[config.mk]
export PLATFORM = sky130hd
export DESIGN_NAME = stopwatch_ctrl_flat
export DESIGN_NICKNAME = d
export VERILOG_FILES = /design/src/rtl/stopwatch_ctrl_pkg.sv /design/src/rtl/stopwatch_ctrl_if.sv /design/src/rtl/stopwatch_ctrl_bcd_time_counter.sv /design/src/rtl/stopwatch_ctrl.sv /design/src/flat_wrapper.sv
export SDC_FILE = /design/constraint.sdc
export NUM_CORES = 1
export LEC_CHECK = 0
export CORE_MARGIN = 5
export CORE_UTILIZATION = 35
export DETAILED_ROUTE_END_ITERATION = 8
export GPL_TIMING_DRIVEN = 0
export PLACE_DENSITY_LB_ADDON = 0.12
export SYNTH_ARGS = -nofsm -noshare
export SYNTH_HDL_FRONTEND = slang
export SYNTH_HIERARCHICAL = 1
export SYNTH_SLANG_ARGS = --single-unit
[constraint.sdc]
create_clock -name clk -period 3.5 [get_ports clk]
set_input_delay 1.05 -clock clk [delete_from_list [all_inputs] [get_ports clk]]
set_output_delay 1.05 -clock clk [all_outputs]
set_load 0.005 [all_outputs]
[src/rtl/stopwatch_ctrl_pkg.sv]
// Shared encodings for the stopwatch controller: FSM state codes,
// divider-enable codes and the BCD digit limits used by the time counter.
package stopwatch_pkg;

   // FSM state encodings (also driven directly on the state output)
   localparam logic [1:0] ST_IDLE  = 2'b00;
   localparam logic [1:0] ST_RUN   = 2'b01;
   localparam logic [1:0] ST_PAUSE = 2'b10;
   localparam logic [1:0] ST_LAP   = 2'b11;

   // Divider control codes
   localparam logic [1:0] EN_IDLE  = 2'b00;
   localparam logic [1:0] EN_COUNT = 2'b01;
   localparam logic [1:0] EN_HOLD  = 2'b10;

   // Highest legal value of a units digit and of the seconds-tens digit
   localparam logic [3:0] BCD_MAX_U = 4'd9;
   localparam logic [3:0] BCD_MAX_T = 4'd5;

   typedef logic [23:0] bcd_time_t;

   // Digit order from LSB: cs_u, cs_t, sec_u, sec_t; only sec_t stops at 5
   function automatic logic [3:0] digit_limit(input int idx);
      return (idx == 3) ? BCD_MAX_T : BCD_MAX_U;
   endfunction

   // Divider control follows the state register alone
   function automatic logic [1:0] en_decode(input logic [1:0] st);
      logic [1:0] en;
      case (st)
         ST_RUN, ST_LAP: en = EN_COUNT;
         ST_PAUSE:       en = EN_HOLD;
         default:        en = EN_IDLE;
      endcase
      return en;
   endfunction

endpackage

[src/rtl/stopwatch_ctrl_if.sv]
// Control/status bundle between the stopwatch controller and its user.
interface stopwatch_ctrl_if;
   logic        start_stop;
   logic        lap_clear;
   logic        tick;
   logic [1:0]  en;
   logic [1:0]  state;
   logic [23:0] disp_bcd;
   logic        ovf;

   // Driver of the pulses, observer of the status
   modport master (
      output start_stop, lap_clear, tick,
      input  en, state, disp_bcd, ovf
   );

   // The controller itself
   modport slave (
      input  start_stop, lap_clear, tick,
      output en, state, disp_bcd, ovf
   );
endinterface

[src/rtl/stopwatch_ctrl_bcd_time_counter.sv]
// Cascaded BCD time counter MM:SS.CC. Every carry is resolved in the same
// cycle; wrap pulses (combinationally) on the increment that rolls
// MAX_MIN:59.99 back to zero.
module bcd_time_counter
   import stopwatch_pkg::*;
#(
   parameter int MAX_MIN = 59
) (
   input  logic      clk,
   input  logic      reset,
   input  logic      inc_i,
   input  logic      clr_i,
   output bcd_time_t time_bcd_o,
   output logic      wrap_o
);

   localparam logic [3:0] MAX_MIN_T = 4'(MAX_MIN / 10);
   localparam logic [3:0] MAX_MIN_U = 4'(MAX_MIN % 10);

   logic [3:0][3:0] low_digits;  // cs_u, cs_t, sec_u, sec_t
   logic [4:0]      carry;       // carry[i] = increment request into digit i
   logic [3:0]      min_u_q;
   logic [3:0]      min_t_q;

   assign carry[0] = inc_i;

   generate
      for (genvar gi = 0; gi < 4; gi++) begin : g_digit
         logic [3:0] digit_q;

         assign low_digits[gi] = digit_q;
         assign carry[gi+1]    = carry[gi] && (digit_q == digit_limit(gi));

         // Sub-minute digit: roll to zero at its limit, else count up
         always_ff @(posedge clk or posedge reset) begin
            if (reset) begin
               digit_q <= 4'd0;
            end else if (clr_i) begin
               digit_q <= 4'd0;
            end else if (carry[gi]) begin
               digit_q <= (digit_q == digit_limit(gi)) ? 4'd0 : digit_q + 4'd1;
            end
         end
      end
   endgenerate

   assign wrap_o = carry[4] && (min_t_q == MAX_MIN_T) && (min_u_q == MAX_MIN_U);

   // Minutes: two BCD digits, wrapping to 00 after MAX_MIN
   always_ff @(posedge clk or posedge reset) begin
      if (reset) begin
         min_u_q <= 4'd0;
         min_t_q <= 4'd0;
      end else if (clr_i || wrap_o) begin
         min_u_q <= 4'd0;
         min_t_q <= 4'd0;
      end else if (carry[4]) begin
         if (min_u_q == BCD_MAX_U) begin
            min_u_q <= 4'd0;
            min_t_q <= min_t_q + 4'd1;
         end else begin
            min_u_q <= min_u_q + 4'd1;
         end
      end
   end

   assign time_bcd_o = {min_t_q, min_u_q, low_digits[3], low_digits[2],
                        low_digits[1], low_digits[0]};

endmodule

[src/rtl/stopwatch_ctrl.sv]
// Stopwatch controller: run/pause/lap/idle FSM, lap hold register, sticky
// overflow flag and the display mux around a BCD time counter.
module stopwatch_ctrl
   import stopwatch_pkg::*;
#(
   parameter int MAX_MIN = 59
) (
   input  logic            clk,
   input  logic            reset,
   stopwatch_ctrl_if.slave bus
);

   logic [1:0] state_q, state_d;
   bcd_time_t  lap_q;
   logic       ovf_q;
   bcd_time_t  live_time;
   logic       wrap;
   logic       inc;
   logic       clr;
   logic       lap_take;
   logic       lc_only;

   // start_stop has priority; lap_clear only acts when start_stop is low
   assign lc_only  = bus.lap_clear && !bus.start_stop;
   assign inc      = bus.tick && ((state_q == ST_RUN) || (state_q == ST_LAP));
   assign clr      = (state_q == ST_PAUSE) && lc_only;
   assign lap_take = (state_q == ST_RUN) && lc_only;

   bcd_time_counter #(
      .MAX_MIN (MAX_MIN)
   ) u_counter (
      .clk        (clk),
      .reset      (reset),
      .inc_i      (inc),
      .clr_i      (clr),
      .time_bcd_o (live_time),
      .wrap_o     (wrap)
   );

   // Next-state logic for the run/pause/lap/idle FSM
   always_comb begin
      state_d = state_q;
      case (state_q)
         ST_IDLE:  if (bus.start_stop) state_d = ST_RUN;
         ST_RUN:   if (bus.start_stop) state_d = ST_PAUSE;
                   else if (bus.lap_clear) state_d = ST_LAP;
         ST_LAP:   if (bus.start_stop) state_d = ST_PAUSE;
                   else if (bus.lap_clear) state_d = ST_RUN;
         ST_PAUSE: if (bus.start_stop) state_d = ST_RUN;
                   else if (bus.lap_clear) state_d = ST_IDLE;
         default:  state_d = ST_IDLE;
      endcase
   end

   // State, lap snapshot and sticky overflow registers
   always_ff @(posedge clk or posedge reset) begin
      if (reset) begin
         state_q <= ST_IDLE;
         lap_q   <= '0;
         ovf_q   <= 1'b0;
      end else begin
         state_q <= state_d;
         if (lap_take) lap_q <= live_time;
         if (clr) ovf_q <= 1'b0;
         else if (wrap) ovf_q <= 1'b1;
      end
   end

   assign bus.state    = state_q;
   assign bus.en       = en_decode(state_q);
   assign bus.ovf      = ovf_q;
   assign bus.disp_bcd = (state_q == ST_LAP) ? lap_q : live_time;

endmodule
[src/flat_wrapper.sv]
// flat-port wrapper written by rule: the top's interface ports become plain ports
module stopwatch_ctrl_flat import stopwatch_pkg::*;
#(
   parameter int MAX_MIN = 59
)
  (clk, reset, bus_start_stop, bus_lap_clear, bus_tick, bus_en, bus_state, bus_disp_bcd, bus_ovf);
  stopwatch_ctrl_if bus_i ();
  input  logic clk;
  input  logic reset;
  input wire logic [$bits(bus_i.start_stop)-1:0] bus_start_stop;
  input wire logic [$bits(bus_i.lap_clear)-1:0] bus_lap_clear;
  input wire logic [$bits(bus_i.tick)-1:0] bus_tick;
  output wire logic [$bits(bus_i.en)-1:0] bus_en;
  output wire logic [$bits(bus_i.state)-1:0] bus_state;
  output wire logic [$bits(bus_i.disp_bcd)-1:0] bus_disp_bcd;
  output wire logic [$bits(bus_i.ovf)-1:0] bus_ovf;
  assign bus_i.start_stop = bus_start_stop;
  assign bus_i.lap_clear = bus_lap_clear;
  assign bus_i.tick = bus_tick;
  assign bus_en = bus_i.en;
  assign bus_state = bus_i.state;
  assign bus_disp_bcd = bus_i.disp_bcd;
  assign bus_ovf = bus_i.ovf;
  stopwatch_ctrl #(.MAX_MIN(MAX_MIN)) u_core (.clk(clk), .reset(reset), .bus(bus_i));
endmodule
# == Yosys cells after proc, flatten, opt, wreduce, memory -nomap -nowiden ==
# Cells that the tools add are included.
# op_classes
bitwise_logic,0
n_reduce_logical,24
n_eq_ne,13
addsub,6
order_cmp,0
mul,0
n_shift,0
muxes,30
div_mod_pow,0
# ops
cell,n
$mux W4,18
$add A4 B1 Y4 const B,6
$mux W24,1
$eq A4 B4 Y1 const B,4
$mux W2,7
$reduce_bool A2 Y1,7
$logic_and A1 B1 Y1,10
$ne A3 B3 Y1 const B,3
$eq A4 B3 Y1 const B,2
$pmux W2 S4,1
$eq A2 B2 Y1 const B,2
$pmux W2 S2,1
$reduce_and A4 Y1,1
$eq A2 B1 Y1 const B,1
$logic_not A2 Y1,1
$logic_or A1 B1 Y1,2
$mux W1,2
$ne A2 B2 Y1 const B,1
$reduce_and A2 Y1,1
$reduce_or A2 Y1,1
$logic_not A1 Y1,1
# word_totals
elab_cells,82
mem_count,0
mem_bits_rw,0
mem_bits_ro,0
inputBits,5
out_inout_bits,29
regBits,51
latchBits,0

# == Depth between registers and ports, before layout ==
# logic_depth
word_depth,12
mapped_depth,9
ltp_nobuf,8

# == By module ==
# The synthesis kept the hierarchy.
# by_module_without_submodules
module,seq_area_each_um2,instances,cells_per_inst,area_each_um2
stopwatch_ctrl,675.6,1,95,1460.2
bcd_time_counter,600.6,1,154,1453.9

# == Worst setup path before layout ==
# Ideal clock, no wire load.
# synth_path
path_type,input port to flip-flop
startpoint,in bus_tick
endpoint,reg u_core.u_counter.min_t_q[1]
setup_slack_ns,1.053
path_stages,7
arrival_time_ns,2.322
path_buffers,2
path_cell_list,and2_2 buf_4 and4b_1 and4_1 buf_2 nand2_1 mux2_2
# synth_between
elab_chain_len,10
word_cells_on_any_way,12
# synth_rtl
item,line,text
"start, declared",flat_wrapper.sv:12,input wire logic [$bits(bus_i.tick)-1:0] bus_tick;
$logic_and A1 B1 Y1 *,stopwatch_ctrl.sv:25,assign inc = bus.tick && ((state_q == ST_RUN) || (state_q == ST_LAP));
$logic_and A1 B1 Y1 * (4 in a row),stopwatch_ctrl_bcd_time_counter.sv:32,assign carry[gi+1] = carry[gi] && (digit_q == digit_limit(gi));
$logic_and A1 B1 Y1 (2 in a row),stopwatch_ctrl_bcd_time_counter.sv:47,assign wrap_o = carry[4] && (min_t_q == MAX_MIN_T) && (min_u_q == MAX_MIN_U);
$logic_or A1 B1 Y1,stopwatch_ctrl_bcd_time_counter.sv:54,end else if (clr_i || wrap_o) begin
$reduce_bool A2 Y1 (no source line),-,
$reduce_and A2 Y1 (no source line),-,
"end signal, assigned",stopwatch_ctrl_bcd_time_counter.sv:60,min_t_q <= min_t_q + 4'd1;
"end, declared",stopwatch_ctrl_bcd_time_counter.sv:23,logic [3:0] min_t_q;
# Mark *: on every way between the ends. The rest lies on a longest branch, timed or not.
# A chain may end at the register's enable or synchronous reset.

# == Worst setup path in the final report ==
# layout_path
startpoint,"reg u_core.state_q[0], in the netlist u_core/bus.state[0]"
endpoint,out bus_disp_bcd[12]
# layout_between
elab_chain_len,2
# layout_rtl
item,line,text
"start, declared",stopwatch_ctrl.sv:13,"logic [1:0] state_q, state_d;"
"start signal, assigned",stopwatch_ctrl.sv:62,state_q <= state_d;
$eq A2 B2 Y1,stopwatch_ctrl.sv:72,assign bus.disp_bcd = (state_q == ST_LAP) ? lap_q : live_time;
$mux W24,stopwatch_ctrl.sv:72,
"end, declared",flat_wrapper.sv:15,output wire logic [$bits(bus_i.disp_bcd)-1:0] bus_disp_bcd;
# No other way between the ends.

==> results.py <==
metrics = {
    "die": {
        "start_util_pct": 35.6,
        "die-width_um": 101,
        "rows": 33,
        "core_area_sq_um": 8180,
        "die_area_sq_um": 10300,
        "io_pins": 34,
        "die_y_um": 101,
    },
    "sta": {
        "post-route-period-util_pct": 90.0,
        "finClkSkew_ns": 0.00838,
        "finalSetupViolations": 0,
        "slew_headroom_pct": 24.8,
        "finalSetupTns_ns": 0,
        "fmax_mhz": 317,
        "finalCriticalPeriod_ns": 3.15,
        "worst-slew-pin-transition_ns": 1.13,
        "hold_violations": 0,
        "final_max_slew_viol_count": 0,
        "rsz0062_at_grt": "false",
    },
    "setup_path": {
        "endpoint": "bus_disp_bcd[12]",
        "cpLargestDelayFamily": "buffers and inverters",
        "critPathMaxFanout": 10,
        "crit_start": "u_core/bus.state[0]",
        "arrival_ns": 2.10,
        "path_depth": 4,
        "critical_path_class": "reg2out",
        "crit_chain": "nand2_2 -> buf_2 -> mux2_2 -> clkdlybuf4s50_1",
        "rr_worst_depth": 6,
        "timing.rr.end": "u_core/u_counter/g_digit[3].digit_q[3]",
        "reg2reg_slack_ns": 1.41,
        "crit_buf_inv": 2,
        "slowest_delay_ns": 0.47,
        "crit_required_ns": 2.45,
        "worstSetupStartpointType": "flip-flop",
        "r2r_start": "u_core/bus.state[0]",
        "endpoint_kind": "output pin",
        "cp_slowest_cell": "dfrtp_1",
    },
    "detailed_routing": {
        "drc": 0,
        "drt_first_iter_violations": 84,
        "antenna_left": 0,
        "via_per_inst": 4.87,
        "vias": 1923,
        "wire_per_inst_um": 14.9,
        "first_pass_iters": 4,
        "wl_um": 5870,
    },
    "cts": {
        "clockBufferDepth": 2,
        "clk_latency_ns": 0.31,
        "numClockSinks": 51,
        "cts_setup_buffers": 0,
        "cts_buffers": 5,
        "postCtsHoldBufs": 0,
        "cts_tree": "done",
        "cts_resized": 0,
        "path_clk_slew_ns": 0.09,
        "cts-root-buf": "clkbuf_8",
        "ctsHtreeMaxLevel": 2,
    },
    "synth": {
        "synthFlopType": "dfrtp_1",
        "synth_compound_gate_area_share_pct": 5.45,
        "syn_nets": 264,
        "synth_simple_gate_area_share_pct": 16.6,
        "syn_area_sq_um": 2910,
        "synthCells": 249,
        "ys_seq_area_share_pct": 43.8,
        "post_synth_xor_area_fraction_pct": 1.20,
        "yosys_warnings": 6,
        "synth-edff-count": 0,
        "yosys.area_share.adder_pct": 4.29,
        "yosys_register_bits": 51,
        "synthMuxAreaShare_pct": 24.0,
        "synth_top_family_by_area": "multiplexers",
        "async_reset_ff_share_pct": 100,
        "ys_types": 47,
        "syn_avg_cell_area_sq_um": 11.7,
    },
    "cells_and_area": {
        "seqCellArea_sq_um": 1280,
        "mostFrequentLayoutCell": "dfrtp_1",
        "syn2layout_area_growth_pct": 19.3,
        "fin_nets": 304,
        "final_cell_mix": "51 x dfrtp_1, 33 x clkdlybuf4s50_1, 31 x mux2_2",
        "final_cell_area_sq_um": 3480,
        "drive_above_1_share_pct": 25.5,
        "fillCellCount": 802,
        "diodes": 0,
        "multiInputGateArea_sq_um": 1500,
    },
    "pwr": {
        "ir_drop_uv": 319,
        "p_leak_nw": 1.61,
        "power_density_nw_per_um2": 554,
    },
    "job": {
        "max_cap_viol_count": 0,
    },
    "status": {
        "status": "finished, final reports clean",
    },
    "min_path": {
        "min_from": "u_core/lap_q[12]",
        "min_path_type": "reg2reg",
    },
    "grt": {
        "grt_max_degree": 28,
        "antenna_found_initial": 0,
        "grt_use_total_pct": 12.8,
        "grt_remaining_overflow": 0,
        "grt_pass1_vias": 2049,
        "grt_pass1_wl_um": 10500,
    },
    "placement": {
        "dp_hpwl_um": 4030,
        "placed_area_sq_um": 3380,
        "gp_congestion": 0.717,
        "port_buffers": 33,
    },
}
## synthesized netlist by cell type, drive strengths merged (2+ instances only)
cell type	n	share of area, %
and3b	4	1.2
clkbuf	3	0.39
o31ai	2	0.52
nor3	5	0.86
nand3	6	1.0
ha	10	4.3
nand2	12	1.6
and4b	2	0.69
or3	4	0.86
inv	10	1.3
xnor2	3	0.90
o21ai	4	0.69
mux2i	5	1.7
nor4	3	0.86
nor2b	4	0.86
buf	8	2.7
nor2	23	3.0
mux2	51	22
dfrtp	51	44
a21oi	12	2.1
nand4b	2	0.60
nand3b	6	2.0
and2	2	0.47
a31oi	2	0.43
## how the worst min path moves through the flow
stage,end,slack [ns],cells after the start
global route,u_core/lap_q[3],0.53,1
global placement,u_core/lap_q[10],0.49,1
floorplan,u_core/lap_q[10],0.48,1
detailed placement,u_core/lap_q[22],0.49,1
CTS,u_core/lap_q[10],0.52,1
finish,u_core/lap_q[12],0.51,1
## flip-flops by register name, summed over array words and instances (netlist names)
| name | count |
|---|---|
| u_core/lap_q | 24 |
| u_core/bus.state | 2 |
| u_core/u_counter/g_digit.digit_q | 16 |
| u_core/u_counter/min_u_q | 4 |
| u_core/bus.ovf | 1 |
| u_core/u_counter/min_t_q | 4 |
## report_power, final
part | internal [W] | total, W | switching (W)
registers | 0.000697 | 0.000830 | 0.000134
logic | 0.000450 | 0.000720 | 0.000270
clock network | 0.000181 | 0.000375 | 0.000194
## cell type report
cell class,instances,share of cell area (%)
flip-flops and latches,51,36.7
well taps,105,3.78
repair buffers,33,9.50
clock buffers,8,2.88
inverters,10,1.08
plain buffers,12,2.84
multi-input cells,176,43.2
## metrics by stage
stage	hold WS [ns]	setup slack [ns]	power (W)	utilization, %	cells
finish	0.509	0.349	0.00193	42.5	395
global route	0.528	0.187	0.00207	42.5	395
CTS	0.517	0.293	0.00196	42.5	395
detailed placement	0.493	0.408	0.00157	41.3	387
global placement	0.485	0.413	0.00157	41.3	387
floorplan	0.477	1.05	0.00128	-	249
## per-layer routing
layer,GRT usage [%],share of wire (%)
met3,3.03,4.3
met4,3.37,1.1
met1,18.7,52
met2,19.0,43
met5,0,0
## kinds of logic (layout without fill, tap and decap cells)
family,count (synthesis),after routing
simple gates,80,80
mux,56,56
flops,51,51
compound gates,26,26
buf+inv,22,63
fa+ha+maj,10,10
xor+xnor,4,4
Note: power is estimated with default switching activity, not from simulation.
